File: src/rtl/hc_pkg.sv
// Shared types and constants for the hc buffer datapath.
// Holds the request offset type and the read-arbiter tag/state types.
package hc_pkg;

    localparam int HC_BUFFER_SIZE = 16;

    typedef logic [31:0] t_request_cmd_offset;

    localparam int HC_ARB_NUM_REQ = 4;
    localparam int HC_ARB_MAX_OUT = 8;

    typedef logic [$clog2(HC_ARB_NUM_REQ)-1:0] t_arb_tag;

    typedef enum logic [1:0] {
        ARB_IDLE,
        ARB_RUN,
        ARB_DRAIN
    } t_arb_state;

endpackage

File: src/rtl/hc_rr_arbiter.sv
// Combinational round-robin picker: first eligible index at or after ptr.
// Ports: eligible (N), ptr (TAG_W) in; one-hot grant (N), next_ptr (TAG_W) out.
module hc_rr_arbiter
    import hc_pkg::*;
#(
    parameter int N     = HC_ARB_NUM_REQ,
    parameter int TAG_W = $clog2(N)
) (
    input  logic [N-1:0]     eligible,
    input  logic [TAG_W-1:0] ptr,
    output logic [N-1:0]     grant,
    output logic [TAG_W-1:0] next_ptr
);

    logic             found;
    logic [TAG_W-1:0] idx;

    always_comb begin
        grant    = '0;
        next_ptr = ptr;
        found    = 1'b0;
        idx      = '0;
        for (int k = 0; k < N; k++) begin
            idx = TAG_W'((int'(ptr) + k) % N);
            if (!found && eligible[idx]) begin
                found      = 1'b1;
                grant[idx] = 1'b1;
                next_ptr   = TAG_W'((int'(idx) + 1) % N);
            end
        end
    end

endmodule

File: src/rtl/hc_read_arbiter.sv
// Shares one buffer read-request channel among NUM_REQ requesters, round-robin.
// Ports: start/stop/done control; req_* per-requester requests with one-hot
// req_ready; rd_* registered read issue with requester tag; rsp_* responses
// steered back as one-hot out_valid with registered out_data.
module hc_read_arbiter
    import hc_pkg::*;
#(
    parameter  int NUM_REQ  = HC_ARB_NUM_REQ,
    parameter  int BUF_ID_W = 4,
    parameter  int OFF_W    = $bits(t_request_cmd_offset),
    parameter  int DATA_W   = 512,
    parameter  int MAX_OUT  = HC_ARB_MAX_OUT,
    localparam int TAG_W    = $clog2(NUM_REQ)
) (
    input  logic                        clk,
    input  logic                        reset,
    input  logic                        start,
    input  logic                        stop,
    output logic                        done,
    input  logic [NUM_REQ-1:0]          req_valid,
    input  logic [NUM_REQ*BUF_ID_W-1:0] req_buffer,
    input  logic [NUM_REQ*OFF_W-1:0]    req_offset,
    output logic [NUM_REQ-1:0]          req_ready,
    output logic                        rd_valid,
    output logic [BUF_ID_W-1:0]         rd_buffer,
    output logic [OFF_W-1:0]            rd_offset,
    output logic [TAG_W-1:0]            rd_tag,
    input  logic                        rd_almost_full,
    input  logic                        rsp_valid,
    input  logic [TAG_W-1:0]            rsp_tag,
    input  logic [DATA_W-1:0]           rsp_data,
    output logic [NUM_REQ-1:0]          out_valid,
    output logic [DATA_W-1:0]           out_data
);

    // One extra bit so a counter can hold MAX_OUT itself.
    localparam int CNT_W = $clog2(MAX_OUT) + 1;

    t_arb_state state, state_nxt;

    logic [TAG_W-1:0]    ptr, ptr_nxt;
    logic [CNT_W-1:0]    cnt [NUM_REQ];
    logic [NUM_REQ-1:0]  eligible;
    logic [NUM_REQ-1:0]  grant;
    logic [NUM_REQ-1:0]  rsp_hit;
    logic [NUM_REQ-1:0]  cnt_zero;
    logic                grant_en;
    logic [TAG_W-1:0]    gnt_idx;
    logic [BUF_ID_W-1:0] buf_sel;
    logic [OFF_W-1:0]    off_sel;

    assign grant_en = (state == ARB_RUN) && !rd_almost_full;

    for (genvar i = 0; i < NUM_REQ; i++) begin : g_req
        assign cnt_zero[i] = (cnt[i] == '0);
        assign eligible[i] = grant_en && req_valid[i]
                           && (cnt[i] < CNT_W'(MAX_OUT));
        // A response to a requester with nothing in flight is dropped here.
        assign rsp_hit[i]  = rsp_valid && (rsp_tag == TAG_W'(i))
                           && !cnt_zero[i];

        always_ff @(posedge clk or posedge reset) begin
            if (reset) begin
                cnt[i] <= '0;
            end else if (grant[i] && !rsp_hit[i]) begin
                cnt[i] <= cnt[i] + CNT_W'(1);
            end else if (!grant[i] && rsp_hit[i]) begin
                cnt[i] <= cnt[i] - CNT_W'(1);
            end
        end
    end

    hc_rr_arbiter #(
        .N     (NUM_REQ),
        .TAG_W (TAG_W)
    ) u_rr (
        .eligible (eligible),
        .ptr      (ptr),
        .grant    (grant),
        .next_ptr (ptr_nxt)
    );

    assign req_ready = grant;

    always_comb begin
        buf_sel = '0;
        off_sel = '0;
        gnt_idx = '0;
        for (int i = 0; i < NUM_REQ; i++) begin
            if (grant[i]) begin
                buf_sel = req_buffer[i*BUF_ID_W +: BUF_ID_W];
                off_sel = req_offset[i*OFF_W +: OFF_W];
                gnt_idx = TAG_W'(i);
            end
        end
    end

    always_comb begin
        state_nxt = state;
        done      = 1'b0;
        unique case (state)
            ARB_IDLE:  if (start) state_nxt = ARB_RUN;
            ARB_RUN:   if (stop)  state_nxt = ARB_DRAIN;
            ARB_DRAIN: begin
                if (&cnt_zero) begin
                    state_nxt = ARB_IDLE;
                    done      = 1'b1;
                end
            end
            default:   state_nxt = ARB_IDLE;
        endcase
    end

    always_ff @(posedge clk or posedge reset) begin
        if (reset) begin
            state     <= ARB_IDLE;
            ptr       <= '0;
            rd_valid  <= 1'b0;
            rd_buffer <= '0;
            rd_offset <= '0;
            rd_tag    <= '0;
            out_valid <= '0;
            out_data  <= '0;
        end else begin
            state     <= state_nxt;
            rd_valid  <= |grant;
            out_valid <= rsp_hit;
            if (|grant) begin
                ptr       <= ptr_nxt;
                rd_buffer <= buf_sel;
                rd_offset <= off_sel;
                rd_tag    <= gnt_idx;
            end
            if (rsp_valid) begin
                out_data <= rsp_data;
            end
        end
    end

    a_rsp_owned: assert property (
        @(posedge clk) disable iff (reset)
        rsp_valid |-> |rsp_hit
    );

endmodule

File: config.mk
export PLATFORM = sky130hd
export DESIGN_NAME = hc_read_arbiter
export DESIGN_NICKNAME = d
export VERILOG_FILES = /design/src/rtl/hc_pkg.sv /design/src/rtl/hc_rr_arbiter.sv /design/src/rtl/hc_read_arbiter.sv
export SDC_FILE = /design/constraint.sdc
export NUM_CORES = 1
export LEC_CHECK = 0
export BUFFER_PORTS_ARGS = -buffer_cell sky130_fd_sc_hd__buf_2
export CAP_MARGIN = 40
export CORE_AREA = 2 2 476 478
export CTS_CLUSTER_DIAMETER = 80
export DETAILED_ROUTE_END_ITERATION = 16
export DIE_AREA = 0 0 478 480
export PLACE_DENSITY = 0.3
export SETUP_SLACK_MARGIN = 0.5
export SYNTH_ARGS = -nofsm -noshare
export SYNTH_HDL_FRONTEND = slang
export SYNTH_HIERARCHICAL = 1
export SYNTH_SLANG_ARGS = --single-unit
File: constraint.sdc
create_clock -name clk -period 18.5 [get_ports clk]
set_clock_uncertainty 0.15 [all_clocks]
set_input_delay 0.925 -clock clk [delete_from_list [all_inputs] [get_ports clk]]
set_output_delay 0.925 -clock clk [all_outputs]
set_load 0.02 [all_outputs]
; Word-level counts from Yosys, hierarchy flattened
; Cells that the tools add are included.
[totals]
reg_bits = 575
out_inout_bits = 560
elab_cells = 164
[classes]
addsub = 14
n_lt_le_gt_ge = 12
eq_ne = 8
muxes = 52
n_bitwise = 3
n_reduce_logical = 63
[op_table]
columns = cell, n
row1 = $mux 32, 4
row2 = $mux 4, 16
row3 = $logic_and 1x1->1, 32
row4 = $mux 2, 9
row5 = $add 4x1->4 const B, 4
row6 = $logic_not 1->1, 16
row7 = $logic_not 4->1, 4
row8 = $lt 4x4->1 const B, 4
row9 = $sub 4x1->4 const B, 4
row10 = $mux 1, 14
row11 = $lt 2x3->1 const B, 4
row12 = $or 4x4->4, 3
row13 = $add 2x1->2 const B, 4
row14 = $bmux 1 s2, 4
row15 = $demux 1 s2, 4
row16 = $ge 2x1->1 const B, 4
row17 = $reduce_bool 2->1, 4
row18 = $eq 2x2->1 const B, 3
row19 = $ne 2x2->1 const B, 3
row20 = $pmux 2 s3, 1
row21 = $add 2x2->2 const B, 2
row22 = $eq 2x1->1 const B, 2
row23 = $logic_not 2->1, 2
row24 = $reduce_and 4->1, 1
row25 = 4 further kinds, 4

; Depth between registers and ports, before layout
[logic_depth]
word_depth = 20
depth_mapped = 14
ltp_nobuf = 13

; Cells and area by module
; The synthesis kept the hierarchy.
[modules_own_cells]
columns = mod, instances, cells_per_inst, area_each_um2
row1 = hc_read_arbiter, 1, 1450, 22469.0
row2 = hc_rr_arbiter, 1, 46, 417.9

; Worst setup path after synthesis
; No wires, ideal clock.
[synth_timing]
path_kind = input to register
from = input port rd_almost_full
to = register cnt[3] (netlist bit)
arrival_ns = 4.536
required_ns = 18.219
path_slack_ns = 13.683
cell_stages = 12
path_buffers = 0
cell_sequence = or3_1 nor3b_1 mux4_1 nor2b_4 a221oi_1 o31ai_1 ha_1 inv_1 ha_1 or4_1 o211ai_1 o211ai_1
[synth_via]
elab_chain_len = 19
elab_cells_between_ends = 39
[synth_rtl]
columns = item, line
row1 = "start, declared", hc_read_arbiter.sv:28  ; input logic rd_almost_full,
row2 = $logic_not 1->1 (*), hc_read_arbiter.sv:52  ; assign grant_en = (state == ARB_RUN) && !rd_almost_full;
row3 = $logic_and 1x1->1 (*), hc_read_arbiter.sv:52
row4 = $logic_and 1x1->1 (*), hc_read_arbiter.sv:56  ; assign eligible[i] = grant_en && req_valid[i]
row5 = $logic_and 1x1->1 (*), hc_read_arbiter.sv:57  ; && (cnt[i] < CNT_W'(MAX_OUT));
row6 = net eligible[2], hc_read_arbiter.sv:43  ; logic [NUM_REQ-1:0] eligible;
row7 = $bmux 1 s2, hc_rr_arbiter.sv:25  ; if (!found && eligible[idx]) begin
row8 = $mux 1 (not written as such), hc_rr_arbiter.sv:25
row9 = $mux 1, hc_rr_arbiter.sv:25
row10 = [... 5 more ...], n/a
row11 = $mux 1, hc_rr_arbiter.sv:25
row12 = $logic_not 1->1, hc_rr_arbiter.sv:25
row13 = $logic_and 1x1->1, hc_rr_arbiter.sv:25
row14 = $mux 4 (*), hc_rr_arbiter.sv:25
row15 = net req_ready[3], hc_read_arbiter.sv:23  ; output logic [NUM_REQ-1:0] req_ready,
row16 = $logic_not 1->1, hc_read_arbiter.sv:67  ; end else if (!grant[i] && rsp_hit[i]) begin
row17 = $logic_and 1x1->1, hc_read_arbiter.sv:67
row18 = $reduce_bool 2->1 (no source line), n/a
row19 = "end signal, assigned by index", hc_read_arbiter.sv:66  ; cnt[i] <= cnt[i] + CNT_W'(1);
row20 = "end signal, assigned by index", hc_read_arbiter.sv:68  ; cnt[i] <= cnt[i] - CNT_W'(1);
row21 = "end, declared", hc_read_arbiter.sv:42  ; logic [CNT_W-1:0] cnt [NUM_REQ];
; The timed path passes the listed nets; every way through them passes the cells marked *. The select of a mux whose other input is x is not followed.
; A chain may end at the register's enable or synchronous reset.

; Worst setup path in the final report
[layout_timing]
from = register state[0]
to = output port req_ready[3]
[layout_via]
elab_chain_len = 16
elab_cells_between_ends = 34
[layout_rtl]
columns = item, line
row1 = "start, declared", hc_read_arbiter.sv:39  ; t_arb_state state, state_nxt;
row2 = "start signal, assigned", hc_read_arbiter.sv:125  ; state <= state_nxt;
row3 = $eq 2x1->1 (*), hc_read_arbiter.sv:52
row4 = $logic_and 1x1->1 (*), hc_read_arbiter.sv:52
row5 = $logic_and 1x1->1 (*), hc_read_arbiter.sv:56
row6 = $logic_and 1x1->1 (*), hc_read_arbiter.sv:57
row7 = net eligible[2], hc_read_arbiter.sv:43
row8 = $bmux 1 s2, hc_rr_arbiter.sv:25
row9 = $mux 1 (not written as such), hc_rr_arbiter.sv:25
row10 = $mux 1, hc_rr_arbiter.sv:25
row11 = $logic_not 1->1, hc_rr_arbiter.sv:25
row12 = $logic_and 1x1->1, hc_rr_arbiter.sv:25
row13 = $mux 1, hc_rr_arbiter.sv:25
row14 = $logic_not 1->1, hc_rr_arbiter.sv:25
row15 = $logic_and 1x1->1, hc_rr_arbiter.sv:25
row16 = $mux 1, hc_rr_arbiter.sv:25
row17 = $logic_not 1->1, hc_rr_arbiter.sv:25
row18 = $logic_and 1x1->1, hc_rr_arbiter.sv:25
row19 = $mux 4 (*), hc_rr_arbiter.sv:25
row20 = "end, declared", hc_read_arbiter.sv:23
; Marks and branches as above.

==> run metrics <==
Seq cells post-synth=575; Initial Utilization=10.2%; clock latency on the worst-skew pair=0.70 ns; CTS tree=yes; leakage power=15.9 nW; Final setup viols=0; ys async rst share=100%; area share of the largest cell type after synthesis=62.9%; fin nets=3437; CTS Buf Count=81; initial antenna violation count=68; Post-synth EDFFs=0; Max clock buf depth=3; Detailed Route Iter0 Violations=561; DRT antenna net count=0; yosys synthesis warning count=6; total power draw=0.00443 W; mapped cell area=22900 sq um; WHS=0.143 ns; Worst Reg-to-Reg Cells=14; vias in the first global route=19502; Hold Crit Class=input pin to async pin; Max FO, Critical Path=40; minimum clock period=4.85 ns; max_cap viols=0; CTS H-tree depth=3; Die W=478 microns; Synth area leaders=dfrtp_1 63%, mux2_2 25%, a21oi_1 1.8%; Hold-fix buffers, CTS=0; CP Capture Type=output pin; first-pass GRT wire length=169000 microns; clock-pin slew on the worst setup and hold paths=0.06 ns; Worst slew margin=45.0%; Worst EP arrival=3.77 ns; Via Count=18349; DP HPWL=101000 microns; WP data required=17.43 ns; Post-Synthesis Cells=1496; main flop type after synthesis=dfrtp_1; VDD IR max=0.0822 mV; outcome=complete, no violations; Routability Congestion=0.843; clk sinks=575; DRC viols=0; Syn Area/Cell=15.3 sq um; Area growth, synth to finish=55.0%; endpoints failing hold=0; Seq/Total Area, Yosys=62.9%; io pins=1228; Slew Viols, Final=0; Cell Pwr Density=125 nW/um^2; DR vias/cell=3.15; die area=229000 sq um; Synth Net Count=2186; Fin Setup TNS=0 ns; RSZ-0062 raised after global routing=false; slew of the pin with the lowest slew margin=0.825 ns; layout cells sized above 1=68.1%; gr usage total=10.5%; Resize count post-CTS=0; Yosys cell types=47; Setup Fix Bufs, Post-CTS=0; total grt overflow=0; wirelength, routed=125000 microns; WL/cell=21.4 microns; final critical-path share of the clock period=26.2%; commonest non-fill, non-tap cell in the layout=buf_2; root buf cell=clkbuf_16; CP startpoint kind=flop; PortBufs=1227; Die Span Y=480 microns; largest net degree at the start of global routing=127; Fmax=206 MHz; kind of critical path=flop to output pin; post-synth top area cell=dfrtp_1; commonest cells after routing, fill and taps aside=1226 x buf_2, 575 x dfrtp_1, 517 x mux2_2; Std-Cell Rows=174; Core ar.=224000 sq um; first drt pass iteration count=5
## registers in the layout, summed over array words and instances, names as in the netlist
signal,flops
out_data,512
rd_offset,32
cnt,16
out_valid,4
rd_buffer,4
ptr,2
rd_tag,2
state,2
rd_valid,1
## cell usage after synthesis, types with 2 or more instances
library cell and count:
dfrtp_1 575, mux2_2 517, a21oi_1 83, buf_2 57, o22ai_1 36, o221ai_1 34
clkbuf_1 27, ha_1 18, inv_1 15, nand2_1 12, xnor2_1 9, nand3_1 8
o211ai_1 8, or3_1 7, nor3_1 6, mux2i_1 5, nand3b_1 5, nor2_1 5
nor3b_1 5, o21ai_0 5, a2111o_1 4, buf_6 4, fa_1 4, nand2b_1 4
nor2b_1 4, nor4_1 4, or4_1 4, a22oi_1 3, a221oi_1 2, a31oi_1 2
clkinv_1 2, mux2_4 2, mux4_1 2, mux4_2 2, o311ai_0 2, o31ai_1 2
or3b_2 2
## kinds of logic (layout without fill, tap and decap cells)
family	count (synthesis)	in the layout	share of synthesized area, %
flip-flops	575	575	62.9
multiplexers	528	528	26.2
AO/OA/AOI/OAI	185	185	5.20
buffers and inverters	107	1419	2.21
AND/OR/NAND/NOR	70	70	1.82
adder cells (fa/ha/maj)	22	22	1.33
XOR/XNOR	9	9	0.344
other	0	16	0
## where the power goes
part / internal [W] / leakage, nW / switching [W]
sequential: 0.00145 / 6.72 / 0.000122
combinational: 0.000482 / 7.81 / 0.000770
clock: 0.000957 / 1.31 / 0.000653
## stage by stage
stage                     setup WS [ns]  cell area (sq um)  utilization, %  std cells
after global placement            13.38              32600            14.5       5650
after global routing              13.36              35500            15.8       5811
after CTS                         13.52              35400            15.8       5800
after detailed placement          13.34              32700            14.6       5656
after floorplan                    1.34              22900               -       1496
final                             13.65              35500            15.8       5816
## layout make-up
cell class              count  area (sq um)
diodes                     16          40.0
clock inverters            29           400
fillers                 25163        189000
repair buffers           1257          6510
flip-flops and latches    575         14400
well taps                2992          3740
multi-input cells         814          8020
inverters                  18          75.1
clock buffers             115          2310
## final timing paths
check	start	endpoint	slack, ns
worst max-delay path	state[0]	req_ready[3]	13.65
max in group asynchronous	reset	out_data[249]	15.20
worst min register to register	out_data[149]	out_data[149]	0.35
worst max register to register	state[0]	cnt[7]	13.89
worst min-delay path	reset	out_data[32]	0.14
min in group clk	rsp_data[109]	out_data[109]	0.30
## layer usage
metal	wire length (microns)	track usage, %
met1	46800	11.4
met5	136	0
met2	60800	17.9
met3	13200	4.73
met4	3720	3.54
## critical path, stage by stage (launching register included)
cell and delay [ns]:
dfrtp_1 0.35, inv_1 0.08, or3_1 0.43, nor3b_1 0.42, mux4_1 0.35, nor2b_4 0.20, a221oi_1 0.13, o31ai_4 0.28
buf_4 0.51, buf_2 0.28
No activity file was read; power rests on OpenSTA's default activity.
